===== config.mk =====
export PLATFORM = sky130hd
export DESIGN_NAME = sc_downtransition_timer
export DESIGN_NICKNAME = d
export VERILOG_FILES = /design/src/rtl/sc_downtransition_timer.sv
export SDC_FILE = /design/constraint.sdc
export NUM_CORES = 1
export LEC_CHECK = 0
export CAP_MARGIN = 25
export CORE_MARGIN = 3
export CORE_UTILIZATION = 40
export CTS_CLUSTER_DIAMETER = 80
export CTS_CLUSTER_SIZE = 40
export DETAILED_ROUTE_END_ITERATION = 10
export PLACE_DENSITY_LB_ADDON = 0.25
export SYNTH_ARGS = -nofsm -noshare
export SYNTH_HDL_FRONTEND = slang
export SYNTH_SLANG_ARGS = --single-unit
export TNS_END_PERCENT = 50

===== constraint.sdc =====
create_clock -name SC_upTRANSITIONCOUNTER0_CLOCK_50 -period 1.65 [get_ports SC_upTRANSITIONCOUNTER0_CLOCK_50]
set_input_delay 0.33 -clock SC_upTRANSITIONCOUNTER0_CLOCK_50 [delete_from_list [all_inputs] [get_ports SC_upTRANSITIONCOUNTER0_CLOCK_50]]
set_output_delay 0.33 -clock SC_upTRANSITIONCOUNTER0_CLOCK_50 [all_outputs]
set_load 0.02 [all_outputs]

===== src/rtl/sc_downtransition_timer.sv =====
// Loadable down-counting transition timer: loads a period, counts to zero, emits a one-cycle expiry tick.
// Optional macro SC_DOWNTRANSITION0_AUTORELOAD_EN turns the one-shot into a free-running periodic tick.
module sc_downtransition_timer #(
    parameter int DOWNTRANSITION_DATAWIDTH = 8
) (
    input  logic                                SC_upTRANSITIONCOUNTER0_CLOCK_50,
    input  logic                                SC_upTRANSITIONCOUNTER0_RESET_InHigh,
    input  logic                                SC_DOWNTRANSITION0_load_InLow,
    input  logic                                SC_DOWNTRANSITION0_downcount_InLow,
    input  logic [DOWNTRANSITION_DATAWIDTH-1:0] SC_DOWNTRANSITION0_data_InBUS,
    output logic [DOWNTRANSITION_DATAWIDTH-1:0] SC_DOWNTRANSITION0_data_OutBUS,
    output logic                                SC_DOWNTRANSITION0_tick_OutHigh,
    output logic                                SC_DOWNTRANSITION0_busy_OutHigh
);

    localparam logic [1:0] STATE_IDLE   = 2'd0;
    localparam logic [1:0] STATE_COUNT  = 2'd1;
    localparam logic [1:0] STATE_EXPIRE = 2'd2;

    localparam logic [DOWNTRANSITION_DATAWIDTH-1:0] COUNT_ZERO = '0;
    localparam logic [DOWNTRANSITION_DATAWIDTH-1:0] COUNT_ONE  = {{(DOWNTRANSITION_DATAWIDTH-1){1'b0}}, 1'b1};

    logic [1:0]                          state;
    logic [1:0]                          stateNext;
    logic [DOWNTRANSITION_DATAWIDTH-1:0] count;
    logic [DOWNTRANSITION_DATAWIDTH-1:0] countNext;
    logic [DOWNTRANSITION_DATAWIDTH-1:0] period;
    logic [DOWNTRANSITION_DATAWIDTH-1:0] periodNext;

    function automatic logic [DOWNTRANSITION_DATAWIDTH-1:0] decrementCount(
        input logic [DOWNTRANSITION_DATAWIDTH-1:0] value
    );
        return value - COUNT_ONE;
    endfunction

    // Load wins over everything else; the count==1 transition keeps the counter from wrapping.
    always_comb begin
        stateNext  = state;
        countNext  = count;
        periodNext = period;
        if (!SC_DOWNTRANSITION0_load_InLow) begin
            countNext  = SC_DOWNTRANSITION0_data_InBUS;
            periodNext = SC_DOWNTRANSITION0_data_InBUS;
            stateNext  = (SC_DOWNTRANSITION0_data_InBUS != COUNT_ZERO) ? STATE_COUNT : STATE_EXPIRE;
        end else begin
            case (state)
                STATE_IDLE: begin
                    stateNext = STATE_IDLE;
                end
                STATE_COUNT: begin
                    if (!SC_DOWNTRANSITION0_downcount_InLow) begin
                        if (count == COUNT_ONE) begin
                            countNext = COUNT_ZERO;
                            stateNext = STATE_EXPIRE;
                        end else begin
                            countNext = decrementCount(count);
                        end
                    end
                end
                STATE_EXPIRE: begin
`ifdef SC_DOWNTRANSITION0_AUTORELOAD_EN
                    // A zero period keeps the block parked in EXPIRE, ticking every cycle.
                    if (period != COUNT_ZERO) begin
                        countNext = period;
                        stateNext = STATE_COUNT;
                    end
`else
                    stateNext = STATE_IDLE;
`endif
                end
                default: begin
                    stateNext = STATE_IDLE;
                    countNext = COUNT_ZERO;
                end
            endcase
        end
    end

    always_ff @(posedge SC_upTRANSITIONCOUNTER0_CLOCK_50 or posedge SC_upTRANSITIONCOUNTER0_RESET_InHigh) begin
        if (SC_upTRANSITIONCOUNTER0_RESET_InHigh) begin
            state  <= STATE_IDLE;
            count  <= COUNT_ZERO;
            period <= COUNT_ZERO;
        end else begin
            state  <= stateNext;
            count  <= countNext;
            period <= periodNext;
        end
    end

    assign SC_DOWNTRANSITION0_data_OutBUS  = count;
    assign SC_DOWNTRANSITION0_tick_OutHigh = (state == STATE_EXPIRE);
    assign SC_DOWNTRANSITION0_busy_OutHigh = (state != STATE_IDLE);

endmodule


# == Word-level counts from Yosys, hierarchy flattened ==
# Cells that the tools add are included.
# Widths: inputs -> output; s select.
# word_totals
output_inout_bits,10
memories,0
romBits,0
mem_bits_rw,0
word_cells,24
register_bits,10
in_bits,12
latchBits,0
# op_classes
multipliers,0
shifts,0
div,0
order_cmp,0
eq_ne,6
n_mux,9
n_addsub,1
n_reduce_logical,6
bitwise,0
# ops
cell,n
$mux 8,3
$pmux 8 s2,1
$mux 2,5
$eq 8x1->1 const B,1
$reduce_bool 8->1,1
$sub 8x1->8 const B,1
$ne 3x3->1 const B,2
$reduce_and 2->1,2
$eq 2x1->1 const B,1
$eq 2x2->1 const B,1
$logic_not 2->1,1
$ne 2x2->1 const B,1
$reduce_bool 2->1,1
$reduce_or 2->1,1

# == Depth between registers and ports, before layout ==
# Gate-level depths: netlist (run 1).
# logic_depth
ltp_word,5
mapped_depth,6

# == Worst setup path before layout (run 1) ==
# Ideal clock, no wire load.
# synth_timing
kind,register to register
from,"reg count[0], in the netlist SC_DOWNTRANSITION0_data_OutBUS[0]"
to,"reg count[6], in the netlist SC_DOWNTRANSITION0_data_OutBUS[6]"
required_time_ps,1524
synth_period_minus_slack_ps,1801
slack_ps,-151
arrival_time_ps,1675
stages_incl_launch_ff,7
cell_sequence,dfrtp_1 -> inv_1 -> ha_1 -> or4b_1 -> nor2_1 -> o21ai_1 -> a221o_1
# synth_via
elab_chain_cells,5
elab_cells_between_ends,6
cone_classes,add/sub (1); eq/ne (1); mux (4)
# synth_lines
element,line_no,source
start: declaration,25,logic [DOWNTRANSITION_DATAWIDTH-1:0] count;
start signal: assignment,86,count <= countNext;
$sub 8x1->8 or $eq 8x1->1 (tied branches),"33, 52",
$mux 8 *,52,if (count == COUNT_ONE) begin
$mux 8 *,51,if (!SC_DOWNTRANSITION0_downcount_InLow) begin
$pmux 8 s2 *,46,case (state)
$mux 8 *,41,if (!SC_DOWNTRANSITION0_load_InLow) begin
# Mark *: on every way between the ends. The rest lies on a longest branch, timed or not. The select of a mux whose other input is x is not followed.
# A chain may end at the register's enable or synchronous reset.

# == Worst setup path after layout (run 1) ==
# Ends and elaborated chain as after synthesis.

==> impl_metrics.xml, run 1 <==
<?xml version="1.0" encoding="UTF-8"?>
<metrics>
  <group name="logic_synthesis">
    <metric name="register_bit_total_from_synthesis" unit="">10</metric>
    <metric name="async_flop_share" unit="%">100</metric>
    <metric name="yosys.area_share.adder" unit="%">3.70</metric>
    <metric name="synth_nets" unit="">88</metric>
    <metric name="synth_compound_gate_area_share" unit="%">31.5</metric>
    <metric name="synthesized_area_fraction_occupied_by_xor_and_xnor_cells" unit="%">0</metric>
    <metric name="synth_top_family_by_area" unit="">compound AO/OA/AOI/OAI gates</metric>
    <metric name="synthesis.area_per_instance" unit="sq um">9.13</metric>
    <metric name="synth-seq-area-share" unit="%">37.0</metric>
    <metric name="synth_enable_flop_cells" unit="">0</metric>
    <metric name="ys_warn_count" unit="">0</metric>
    <metric name="ys_top_cells_by_area" unit="">dfrtp_1, o21ai_0, a32o_1, inv_1, ha_1</metric>
    <metric name="dominant_cell_type_by_area_after_synthesis" unit="">dfrtp_1</metric>
    <metric name="synth_ff_type" unit="">dfrtp_1</metric>
    <metric name="synthesis.area" unit="sq um">676</metric>
    <metric name="yosys.area.top_type_share" unit="%">37.0</metric>
    <metric name="syn-instance-count" unit="">74</metric>
    <metric name="mux_contribution_to_synthesized_area" unit="%">0</metric>
    <metric name="yosys.area_share.simple" unit="%">23.3</metric>
    <metric name="yosysUniqueCellTypes" unit="">33</metric>
  </group>
  <group name="power">
    <metric name="power_report.internal_total" unit="mW">0.608</metric>
    <metric name="share_clk_of_total_power" unit="%">19.1</metric>
    <metric name="static-leakage-power" unit="nW">0.511</metric>
    <metric name="power.share.combinational" unit="%">46.8</metric>
    <metric name="design_power_total" unit="mW">0.986</metric>
    <metric name="irDropWorstVdd" unit="V">0.000653</metric>
    <metric name="power.net_switching" unit="mW">0.379</metric>
    <metric name="p_per_area" unit="nW/um^2">891</metric>
    <metric name="power.switching_fraction" unit="%">38.4</metric>
    <metric name="power.share.sequential" unit="%">34.0</metric>
  </group>
  <group name="timing">
    <metric name="finalCritPeriodShare" unit="%">101</metric>
    <metric name="hold_viol_final" unit="">0</metric>
    <metric name="upper_clock_frequency_limit" unit="MHz">603</metric>
    <metric name="relSlewSlack" unit="%">73.7</metric>
    <metric name="slew_violations" unit="">0</metric>
    <metric name="timing.setup.tns" unit="ns">-0.00833</metric>
    <metric name="grt_setup_unrepaired" unit="">yes</metric>
    <metric name="timing.final.crit_period" unit="ns">1.66</metric>
    <metric name="setup_viol" unit="">1</metric>
    <metric name="timing_worst_slew_pin_value" unit="ns">0.395</metric>
    <metric name="setup_ws" unit="ns">-0.00833</metric>
    <metric name="whs" unit="ns">0.331</metric>
    <metric name="final.setup_skew" unit="ns">0.00692</metric>
  </group>
  <group name="finish">
    <metric name="area_growth_syn_to_layout" unit="%">63.9</metric>
    <metric name="final_common_cell" unit="">buf_4</metric>
    <metric name="antenna_cells_inserted" unit="">0</metric>
    <metric name="finish.instance_area" unit="sq um">1110</metric>
    <metric name="final_nets" unit="">132</metric>
    <metric name="drive_above_1_share" unit="%">33.3</metric>
    <metric name="final_core_util" unit="%">71.8</metric>
    <metric name="most-common-layout-cells" unit="">buf_4, clkdlybuf4s50_1, dfrtp_1, o21ai_0, dlygate4sd2_1</metric>
    <metric name="fin_cells" unit="">133</metric>
  </group>
  <group name="setup_path">
    <metric name="max_stage_delay" unit="ns">0.46</metric>
    <metric name="cpMaxStageDelayCell" unit="">or4b_4</metric>
    <metric name="setup.worst_path.start_class" unit="">flop</metric>
    <metric name="crit_chain" unit="">inv_2, ha_4, or4b_4, nor2_2, o21ai_1, a221o_1</metric>
    <metric name="timing.critical_path.arrival" unit="ns">1.82</metric>
    <metric name="worstPathBufferInverterCount" unit="">1</metric>
    <metric name="endpoint_required_time_on_the_critical_path" unit="ns">1.81</metric>
    <metric name="kind_of_cell_adding_the_most_delay_to_the_critical_path" unit="">simple AND/OR/NAND/NOR gates</metric>
    <metric name="worst_path_fanout_max" unit="">3</metric>
    <metric name="critical_path_class" unit="">reg2reg</metric>
    <metric name="end_kind" unit="">flop</metric>
  </group>
  <group name="cts">
    <metric name="clock_tree.buffer_depth" unit="">2</metric>
    <metric name="cts_buf_count" unit="">3</metric>
    <metric name="hold_buffers" unit="">0</metric>
    <metric name="cts-root-buf" unit="">clkbuf_4</metric>
    <metric name="clkTransAtPathRegs" unit="ns">0.07</metric>
    <metric name="cts_tree" unit="">done</metric>
    <metric name="clock_sink_count" unit="">10</metric>
    <metric name="h-tree-depth" unit="">1</metric>
    <metric name="worst_skew_pair.late_latency" unit="ns">0.27</metric>
  </group>
  <group name="die">
    <metric name="die_width" unit="um">47.1</metric>
    <metric name="floorplan.rows" unit="">14</metric>
    <metric name="die_y" unit="um">47.1</metric>
    <metric name="initial_core_utilization" unit="%">43.8</metric>
    <metric name="design.core.area" unit="sq um">1540</metric>
    <metric name="top_level_port_count" unit="">22</metric>
    <metric name="dieArea" unit="sq um">2220</metric>
  </group>
  <group name="place">
    <metric name="detailedPlace.worstSlack" unit="ns">-0.145</metric>
    <metric name="placedInstanceArea" unit="sq um">1040</metric>
    <metric name="dp_hpwl" unit="um">1490</metric>
    <metric name="place_congestion" unit="">0.861</metric>
    <metric name="buffer_ports.inserted" unit="">21</metric>
    <metric name="number_of_placed_cells_counting_well_taps" unit="">126</metric>
  </group>
  <group name="drt">
    <metric name="drt_iter0_markers" unit="">49</metric>
    <metric name="detailed_routing_iterations_pass_1" unit="">4</metric>
    <metric name="drt-wirelength-per-cell" unit="um">15.6</metric>
    <metric name="wirelength" unit="um">2080</metric>
    <metric name="via_per_inst" unit="">5.86</metric>
    <metric name="antenna_violating_nets_post_route" unit="">0</metric>
    <metric name="drc" unit="">0</metric>
    <metric name="num_vias" unit="">780</metric>
  </group>
  <group name="global_routing">
    <metric name="maximum_number_of_pins_on_one_net_before_global_route_repair" unit="">11</metric>
    <metric name="gr-usage-all-layers" unit="%">20.6</metric>
    <metric name="grt_pass1_wl" unit="um">3130</metric>
    <metric name="overflow" unit="">0</metric>
    <metric name="grt_antenna_before_repair" unit="">0</metric>
    <metric name="vias_in_the_first_global_route" unit="">701</metric>
  </group>
  <group name="outcome">
    <metric name="violations" unit="">negative setup slack</metric>
    <metric name="run_status" unit="">complete, but fails checks</metric>
  </group>
  <group name="worst_hold_path">
    <metric name="hold_path.class" unit="">in2async</metric>
  </group>
  <group name="run">
    <metric name="max-cap-violations" unit="">0</metric>
  </group>
</metrics>
## state kept, by name, indices dropped and copies added, names as in the netlist
| signal | flops |
|---|---|
| state | 2 |
| SC_DOWNTRANSITION0_data_OutBUS | 8 |
## kinds of logic (layout without fill, tap and decap cells)
family / Yosys count / after routing
simple gates: 25 / 25
fa+ha+maj: 2 / 2
compound gates: 29 / 29
buf+inv: 8 / 51
flops: 10 / 10
## synthesized netlist by cell type (all sizes together), types with 2 or more instances
cell   instances
a21oi          5
a22o           3
a32o           3
nor3           5
o21ai         10
ha             2
nand2          5
dfrtp         10
nor4           2
nor2           5
inv            7
## final timing paths
| kind | end | from | depth (start not counted) | slack, ns |
|---|---|---|---|---|
| hold reg to reg | SC_DOWNTRANSITION0_data_OutBUS[4]$_DFFE_PP0P_ | SC_DOWNTRANSITION0_data_OutBUS[4]$_DFFE_PP0P_ | 2 | 0.61 |
| setup reg to reg | SC_DOWNTRANSITION0_data_OutBUS[6]$_DFFE_PP0P_ | SC_DOWNTRANSITION0_data_OutBUS[0]$_DFFE_PP0P_ | 6 | -0.008 |
| min in group SC_upTRANSITIONCOUNTER0_CLOCK_50 | SC_DOWNTRANSITION0_data_OutBUS[4]$_DFFE_PP0P_ | SC_DOWNTRANSITION0_data_OutBUS[4]$_DFFE_PP0P_ | 2 | 0.61 |
| max in group asynchronous | SC_DOWNTRANSITION0_data_OutBUS[1]$_DFFE_PP0P_ | SC_upTRANSITIONCOUNTER0_RESET_InHigh | 2 | 1.02 |
| hold / removal | SC_DOWNTRANSITION0_data_OutBUS[4]$_DFFE_PP0P_ | SC_upTRANSITIONCOUNTER0_RESET_InHigh | 2 | 0.33 |
| setup / recovery | SC_DOWNTRANSITION0_data_OutBUS[6]$_DFFE_PP0P_ | SC_DOWNTRANSITION0_data_OutBUS[0]$_DFFE_PP0P_ | 6 | -0.008 |
## metal layers
layer / wire length (um) / part of all wire (%) / global-route usage (%)
met3: 164 / 7.9 / 3.83
met5: 0 / 0 / 0
met1: 883 / 43 / 26.6
met2: 1000 / 48 / 33.1
met4: 27 / 1.3 / 9.94
## power groups by stage
| stage | clock network [mW] | logic, mW | registers, mW |
|---|---|---|---|
| 2_1_floorplan | 0 | 0.179 | 0.385 |
| 3_3_place_gp | 0 | 0.448 | 0.335 |
| 3_5_place_dp | 0 | 0.447 | 0.337 |
| 4_1_cts | 0.189 | 0.444 | 0.333 |
| 5_1_grt | 0.205 | 0.497 | 0.342 |
| 6_report | 0.189 | 0.462 | 0.336 |
## area by class of cell
| type | instances | area (sq um) |
|---|---|---|
| Clock buffer | 4 | 26.3 |
| Fill cell | 127 | 434 |
| Inverter | 8 | 32.5 |
| Multi-Input combinational cell | 56 | 434 |
| Sequential cell | 10 | 253 |
| Tap cell | 16 | 20.0 |
| Timing Repair Buffer | 39 | 342 |
## repair_timing
action	CTS	global route
endpoints found under the setup margin	12	8
gates resized for setup	10	6
buffers inserted	2	1
pin swaps	1	6
(Power assumes the default switching activity.)
==> inputs of run 2 (changes only) <==
--- a/config.mk
+++ b/config.mk
@@ -5,7 +5,6 @@
 export SDC_FILE = /design/constraint.sdc
 export NUM_CORES = 1
 export LEC_CHECK = 0
-export CAP_MARGIN = 25
 export CORE_MARGIN = 3
 export CORE_UTILIZATION = 40
 export CTS_CLUSTER_DIAMETER = 80
==> results of run 2 <==
Final layout, timing and power as in run 1 (identical DEF).
==> inputs of run 3 (changes only) <==
--- a/config.mk
+++ b/config.mk
@@ -5,6 +5,7 @@
 export SDC_FILE = /design/constraint.sdc
 export NUM_CORES = 1
 export LEC_CHECK = 0
+export ABC_CLOCK_PERIOD_IN_PS = 1650
 export CORE_MARGIN = 3
 export CORE_UTILIZATION = 40
 export CTS_CLUSTER_DIAMETER = 80
==> results of run 3 <==
Final layout, timing and power as in run 1 (identical DEF).
